[src/rtl/mem_probe_display.sv]
`default_nettype none
// +--------------------------------------------------------------------------+
// | mem_probe_display: button-stepped memory probe with 7-seg hex/dec view.  |
// | Optional auto-repeat: define MEM_PROBE_AUTO_REPEAT_EN.                   |
// | Revision: 1.0                                                            |
// +--------------------------------------------------------------------------+
module mem_probe_display #(
    parameter int DIGITS        = 4,
    parameter int DATA_W        = 32,
    parameter int ADDR_W        = 10,
    parameter int DEBOUNCE      = 4,
    parameter int SCAN_DIV      = 1024,
    parameter int REPEAT_DELAY  = 1000,
    parameter int REPEAT_PERIOD = 100
) (
    input  logic              clk,
    input  logic              reset,
    input  logic              btn_inc_i,
    input  logic              btn_dec_i,
    input  logic              show_ptr_i,
    input  logic              hex_mode_i,
    input  logic              upper_half_i,
    input  logic [DATA_W-1:0] mem_data_i,
    output logic [ADDR_W-1:0] mem_addr_o,
    output logic [DIGITS-1:0] anode_o,
    output logic [7:0]        cathode_o,
    output logic              conv_busy_o
);
    localparam int DB_W  = $clog2(DEBOUNCE + 1);
    localparam int NIB   = (DATA_W + 2) / 3;
    localparam int BC_W  = $clog2(DATA_W);
    localparam int SC_W  = $clog2(SCAN_DIV + 1);
    localparam int IDX_W = $clog2(DIGITS);

    logic [1:0] w_raw;
    logic [1:0] w_step;
    assign w_raw = {btn_dec_i, btn_inc_i};

    for (genvar b = 0; b < 2; b++) begin : g_btn
        logic            sync1_q, sync2_q, level_q, step_q;
        logic [DB_W-1:0] db_cnt_q;
        logic            w_flip;
        logic            w_rep;

        assign w_flip = (sync2_q != level_q) && (db_cnt_q == DB_W'(DEBOUNCE - 1));

        always_ff @(posedge clk) begin
            if (reset) begin
                sync1_q  <= 1'b0;
                sync2_q  <= 1'b0;
                level_q  <= 1'b0;
                step_q   <= 1'b0;
                db_cnt_q <= '0;
            end else begin
                sync1_q <= w_raw[b];
                sync2_q <= sync1_q;
                step_q  <= w_flip && !level_q;
                if (w_flip)
                    level_q <= ~level_q;
                if (sync2_q == level_q || w_flip)
                    db_cnt_q <= '0;
                else
                    db_cnt_q <= db_cnt_q + 1'b1;
            end
        end

`ifdef MEM_PROBE_AUTO_REPEAT_EN
        localparam int RD_W = $clog2(REPEAT_DELAY + 1);
        localparam int RP_W = $clog2(REPEAT_PERIOD + 1);
        logic [RD_W-1:0] hold_cnt_q;
        logic [RP_W-1:0] per_cnt_q;
        logic            armed_q;

        // Arm after REPEAT_DELAY held cycles, then fire once per full period.
        always_ff @(posedge clk) begin
            if (reset || !level_q) begin
                hold_cnt_q <= '0;
                per_cnt_q  <= '0;
                armed_q    <= 1'b0;
            end else if (!armed_q) begin
                if (hold_cnt_q == RD_W'(REPEAT_DELAY - 1))
                    armed_q <= 1'b1;
                else
                    hold_cnt_q <= hold_cnt_q + 1'b1;
            end else if (per_cnt_q == RP_W'(REPEAT_PERIOD - 1)) begin
                per_cnt_q <= '0;
            end else begin
                per_cnt_q <= per_cnt_q + 1'b1;
            end
        end
        assign w_rep = armed_q && level_q && (per_cnt_q == RP_W'(REPEAT_PERIOD - 1));
`else
        assign w_rep = 1'b0;
`endif
        assign w_step[b] = step_q | w_rep;
    end

    logic [ADDR_W-1:0] addr_q;
    always_ff @(posedge clk) begin
        if (reset)
            addr_q <= '0;
        else if (w_step[0] && !w_step[1])
            addr_q <= addr_q + 1'b1;
        else if (w_step[1] && !w_step[0])
            addr_q <= addr_q - 1'b1;
    end
    assign mem_addr_o = addr_q;

    logic [DATA_W-1:0] w_src;
    always_comb begin
        w_src                 = '0;
        w_src[ADDR_W-1:0]     = addr_q;
        if (!show_ptr_i)
            w_src = mem_data_i;
    end

    typedef enum logic [1:0] {
        S_IDLE   = 2'd0,
        S_SHIFT  = 2'd1,
        S_COMMIT = 2'd2
    } state_t;

    state_t              state_q;
    logic                snap_valid_q, snap_hex_q, snap_upper_q;
    logic [DATA_W-1:0]   snap_src_q, shift_q;
    logic [4*NIB-1:0]    bcd_q, w_bcd_adj;
    logic [BC_W-1:0]     bit_cnt_q;
    logic [4*DIGITS-1:0] digit_q, w_win, w_digits;
    logic                dash_q, dp_q;
    logic                w_ovf, w_changed;

    always_comb begin
        w_bcd_adj = bcd_q;
        for (int n = 0; n < NIB; n++)
            if (bcd_q[4*n +: 4] >= 4'd5)
                w_bcd_adj[4*n +: 4] = bcd_q[4*n +: 4] + 4'd3;
    end

    always_comb begin
        w_win    = snap_upper_q ? snap_src_q[DATA_W-1 -: 4*DIGITS] : snap_src_q[4*DIGITS-1:0];
        w_digits = snap_hex_q ? w_win : bcd_q[4*DIGITS-1:0];
    end

    assign w_ovf     = |bcd_q[4*NIB-1:4*DIGITS];
    assign w_changed = !snap_valid_q || (w_src != snap_src_q) ||
                       (hex_mode_i != snap_hex_q) || (upper_half_i != snap_upper_q);

    always_ff @(posedge clk) begin
        if (reset) begin
            state_q      <= S_IDLE;
            snap_valid_q <= 1'b0;
            snap_hex_q   <= 1'b0;
            snap_upper_q <= 1'b0;
            snap_src_q   <= '0;
            shift_q      <= '0;
            bcd_q        <= '0;
            bit_cnt_q    <= '0;
            digit_q      <= '0;
            dash_q       <= 1'b0;
            dp_q         <= 1'b0;
        end else begin
            case (state_q)
                S_IDLE: begin
                    if (w_changed) begin
                        snap_valid_q <= 1'b1;
                        snap_src_q   <= w_src;
                        snap_hex_q   <= hex_mode_i;
                        snap_upper_q <= upper_half_i;
                        shift_q      <= w_src;
                        bcd_q        <= '0;
                        bit_cnt_q    <= '0;
                        state_q      <= S_SHIFT;
                    end
                end
                S_SHIFT: begin
                    bcd_q   <= {w_bcd_adj[4*NIB-2:0], shift_q[DATA_W-1]};
                    shift_q <= {shift_q[DATA_W-2:0], 1'b0};
                    if (bit_cnt_q == BC_W'(DATA_W - 1)) begin
                        bit_cnt_q <= '0;
                        state_q   <= S_COMMIT;
                    end else begin
                        bit_cnt_q <= bit_cnt_q + 1'b1;
                    end
                end
                S_COMMIT: begin
                    digit_q <= w_digits;
                    dash_q  <= !snap_hex_q && w_ovf;
                    dp_q    <= snap_hex_q && snap_upper_q;
                    state_q <= S_IDLE;
                end
                default: state_q <= S_IDLE;
            endcase
        end
    end
    assign conv_busy_o = (state_q != S_IDLE);

    function automatic logic [7:0] seg_code(input logic [3:0] n);
        case (n)
            4'h0: seg_code = 8'hC0;  4'h1: seg_code = 8'hF9;
            4'h2: seg_code = 8'hA4;  4'h3: seg_code = 8'hB0;
            4'h4: seg_code = 8'h99;  4'h5: seg_code = 8'h92;
            4'h6: seg_code = 8'h82;  4'h7: seg_code = 8'hF8;
            4'h8: seg_code = 8'h80;  4'h9: seg_code = 8'h90;
            4'hA: seg_code = 8'h88;  4'hB: seg_code = 8'h83;
            4'hC: seg_code = 8'hC6;  4'hD: seg_code = 8'hA1;
            4'hE: seg_code = 8'h86;  default: seg_code = 8'h8E;
        endcase
    endfunction

    logic [SC_W-1:0]   scan_cnt_q;
    logic [IDX_W-1:0]  idx_q;
    logic [DIGITS-1:0] anode_q;
    logic [7:0]        cathode_q, w_seg;

    always_comb begin
        w_seg = dash_q ? 8'hBF : seg_code(digit_q[idx_q*4 +: 4]);
        if (!dash_q && dp_q && (idx_q == IDX_W'(DIGITS - 1)))
            w_seg[7] = 1'b0;
    end

    always_ff @(posedge clk) begin
        if (reset) begin
            scan_cnt_q <= '0;
            idx_q      <= '0;
            anode_q    <= '1;
            cathode_q  <= 8'hFF;
        end else begin
            anode_q   <= ~(DIGITS'(1) << idx_q);
            cathode_q <= w_seg;
            if (scan_cnt_q == SC_W'(SCAN_DIV - 1)) begin
                scan_cnt_q <= '0;
                idx_q      <= (idx_q == IDX_W'(DIGITS - 1)) ? '0 : idx_q + 1'b1;
            end else begin
                scan_cnt_q <= scan_cnt_q + 1'b1;
            end
        end
    end
    assign anode_o   = anode_q;
    assign cathode_o = cathode_q;
endmodule
`default_nettype wire

[config.mk]
export PLATFORM = sky130hd
export DESIGN_NAME = mem_probe_display
export DESIGN_NICKNAME = d
export VERILOG_FILES = /design/src/rtl/mem_probe_display.sv
export SDC_FILE = /design/constraint.sdc
export NUM_CORES = 1
export LEC_CHECK = 0
export ABC_CLOCK_PERIOD_IN_PS = 3100
export BUFFER_PORTS_ARGS = -buffer_cell sky130_fd_sc_hd__buf_2
export CAP_MARGIN = 15
export CORE_ASPECT_RATIO = 2
export CORE_MARGIN = 3
export CORE_UTILIZATION = 55
export CTS_CLUSTER_DIAMETER = 80
export DETAILED_ROUTE_END_ITERATION = 8
export GPL_TIMING_DRIVEN = 0
export PLACE_DENSITY = 0.73
export SYNTH_ARGS = -nofsm -noshare
export SYNTH_HDL_FRONTEND = slang
export SYNTH_SLANG_ARGS = --single-unit
[constraint.sdc]
create_clock -name clk -period 3.1 [get_ports clk]
set_input_delay 0.465 -clock clk [delete_from_list [all_inputs] [get_ports clk]]
set_output_delay 0.465 -clock clk [all_outputs]
set_load 0.02 [all_outputs]
==> flow_summary.toml <==
[route]
drt_iter0_markers = 582
drcViolationCount = 0
viasPerCell = 6.22
via_count = 8895
finalWirelength_um = 29900
drtPass1Iterations = 8
antenna_left = 0
wl_per_cell_um = 20.9

[timing]
finalCritPeriodShare_pct = 98.1
skew_ns = 0.00899
maxSlewHeadroom_pct = 42.5
setup_ws_ns = 0.0581
tightestPinTransition_ns = 0.862
hold_viol = 0
setup_viol = 0
fin_crit_ns = 3.04
drv_slew = 0
max_freq_ghz = 0.329

[floorplan]
die-area_um2 = 19500
core_area_um2 = 17400
start_util_pct = 56.3
row_count = 68
io_pins = 62
die_x_um = 100
die_h_um = 195

[synth]
ys_warn_count = 0
netlist_instances = 1127
synth_top_area_share_pct = 37.9
ys_ff_latch = 185
synthMostInstantiatedCell = "dfxtp_1"
yosys_most_used_dff = "dfxtp_1"
yosysSeqAreaShare_pct = 37.9
syn_avg_cell_area_um2 = 8.67
synth_cell_type_count = 69
netlist_area_um2 = 9770
yosysTopAreaCell = "dfxtp_1"
synth_area_leaders = "dfxtp_1 38%, ha_1 6.9%, a21oi_1 5.1%"
synthArstFlopShare_pct = 0
synthTopCellsByCount = "185 x dfxtp_1, 125 x nor2_1, 99 x a21oi_1, 69 x o21ai_0, 60 x nand2_1"
synth-edff-count = 0
syn_nets = 1221

[clock_network]
cts.sinks = 185
cts_buffers = 17
clock_latency_ns = 0.44
clock_path_buffers = 2
cts_tree = "done"
clk_pin_slew_worst_paths_ns = 0.07
cts_hold_buffers = 0
cts_htree_levels = 4
root_buffer = "clkbuf_16"

[grt]
grt_pass1_wl_um = 46300
antenna_found_initial = 0
grt_max_degree = 19
grt_usage_pct = 30.8
grt-ovfl-total = 0
grt_pass1_vias = 8670

[power]
pwr-share-comb_pct = 9.7
switchingPower_mw = 1.45
power_density_nw_per_um2 = 476
leakagePower_nw = 4.34
peakVddDrop_v = 0.000354
seqPwrFrac_pct = 47.9
p_sw_share_pct = 27.7
p_int_mw = 3.79
clockPowerShare_pct = 42.4

[job]
drv_cap = 0

[hold_path]
min_path_type = "in -> reg"
hold_depth = 2
hp-start = "btn_dec_i"
min_to = "g_btn[1].sync1_q$_SDFF_PP0_"

[setup_path]
crit_type = "in -> reg"
reg2reg_slack_ns = 0.18
critical_path.max_fanout = 10
arrival_ns = 3.40
crit_path_start_kind = "input pin"
cpMaxStageDelayCell = "nor4_2"
crit_family = "buffers and inverters"
cp-end-kind = "register"
max_stage_delay_ns = 0.56
timing.rr.start = "snap_src_q[26]$_SDFFE_PP0P_"
r2r-end = "bcd_q[40]$_SDFFE_PP0P_"
path_buf_inv = 4
path_cells = "buf_2 > buf_6 > buf_6 > mux2i_1 > xnor2_1 > nand4_1 > nor4_2 > a41o_4 > buf_2 > o21ai_0 > a21oi_1"
rr_worst_depth = 9
cp.required_ns = 3.46

[layout]
antenna_cells = 0
drive_above_1_share_pct = 11.9
final_core_util_pct = 63.4
syn2layout_area_growth_pct = 12.6
stdcell_count = 1431
final_nets = 1302
fillerInstances = 1572

[outcome]
outcome = "completed"

[placement]
dp_hpwl_um = 22800
place_congestion = 0.991
post-place-ws_ns = -0.553
io_buffers = 61
dp.cells = 1398
-- layer usage --
layer	track usage (%)	up-vias	routed length (um)
met5	0	-	0
met4	20.7	0	2150
met3	4.67	118	1310
met2	56.2	338	16000
met1	31.0	4229	10400
li1	-	4210	-
-- area by class of cell --
cell class	instances	area, um^2	area share, %
multi-input cells	821	5600	50.9
flip-flops and latches	185	3700	33.7
clock buffers	18	439	3.99
repair buffers	64	328	2.98
plain buffers	68	322	2.92
well taps	210	263	2.39
inverters	51	191	1.74
clock inverters	14	155	1.41
-- sequential cells by signal, indices dropped and copies added, names as in the netlist --
| signal | flops |
|---|---|
| anode_o | 4 |
| bcd_q | 44 |
| bit_cnt_q | 5 |
| cathode_o | 8 |
| dash_q | 1 |
| digit_q | 16 |
| dp_q | 1 |
| g_btn.db_cnt_q | 6 |
| g_btn.level_q | 2 |
| g_btn.step_q | 2 |
| g_btn.sync1_q | 2 |
| g_btn.sync2_q | 2 |
| idx_q | 2 |
| mem_addr_o | 10 |
| scan_cnt_q | 11 |
| shift_q | 32 |
| snap_hex_q | 1 |
| snap_src_q | 32 |
| snap_upper_q | 1 |
| snap_valid_q | 1 |
| state_q | 2 |
-- layout by cell type, fill, tap and decap left out, types with 6 or more instances in the layout --
cell,instances
dfxtp_1,184
nor2_1,125
a21oi_1,99
o21ai_0,68
buf_2,65
nand2_1,60
ha_1,54
inv_1,51
clkbuf_1,46
mux2i_1,39
a22o_1,36
xnor2_1,35
nand3_1,35
nand2b_1,24
a211oi_1,22
xor2_1,20
clkbuf_16,17
nor3_1,16
or3_1,14
and3_1,13
nor2b_1,13
nor4_1,10
a221o_1,10
nand4_1,9
o2bb2ai_1,9
buf_4,9
o221ai_1,8
mux2_2,7
o21ai_1,7
a22oi_1,7
a31oi_1,6
buf_1,6
a311oi_1,6
-- how the worst max path moves through the flow --
stage / from / to / slack [ns] / cells past startpoint
floorplan: show_ptr_i / snap_src_q[0]$_SDFFE_PP0P_ / 0.30 / 9
global placement: show_ptr_i / bcd_q[40]$_SDFFE_PP0P_ / -0.53 / 12
detailed placement: show_ptr_i / bcd_q[11]$_SDFFE_PP0P_ / -0.55 / 10
CTS: show_ptr_i / snap_src_q[5]$_SDFFE_PP0P_ / 0.02 / 11
global route: show_ptr_i / snap_upper_q$_SDFFE_PP0P_ / -0.009 / 11
finish: show_ptr_i / snap_upper_q$_SDFFE_PP0P_ / 0.06 / 11
-- per-stage QoR --
stage | instance area [um^2] | TNS (ns) | hold slack (ns) | total power, mW
after floorplan | 9770 | 0 | 0.368 | 2.86
after global placement | 10300 | -49.47 | 0.408 | 3.04
after detailed placement | 10300 | -48.99 | 0.423 | 3.05
after CTS | 11000 | 0 | 0.227 | 5.23
after global routing | 11000 | -0.00879 | 0.238 | 5.39
final | 11000 | 0 | 0.234 | 5.23
-- cells by family (layout without fill, tap and decap cells) --
family          after synthesis  count (layout)  synth area share [%]
mux                          52              52                  5.97
fa+ha+maj                    55              55                  7.12
buf+inv                     121             215                  5.30
xor+xnor                     55              55                  4.93
flops                       185             185                  37.9
compound gates              310             310                  21.0
simple gates                349             349                  17.8
-- power groups by stage --
stage,sequential (mW),combinational (mW),clock [mW]
4_1_cts,2.51,0.492,2.23
6_report,2.51,0.508,2.22
3_3_place_gp,2.56,0.488,0
5_1_grt,2.51,0.548,2.33
3_5_place_dp,2.56,0.492,0
2_1_floorplan,2.54,0.316,0
-- timing repair --
item,CTS,global route
setup endpoints to repair,74,95
setup buffers,3,0
resized for setup,5,8
cloned,0,0
pin swaps,1,1
-- worst reg2reg max path: stages, from the launching register on --
cell and delay, ns:
dfxtp_1 0.48, xnor2_1 0.16, nand4_1 0.11, a32o_1 0.36
or4_1 0.61, o41ai_4 0.42, and2_1 0.17, buf_4 0.17
buf_4 0.21, a22o_1 0.17
Note: power is estimated with default switching activity, not from simulation.
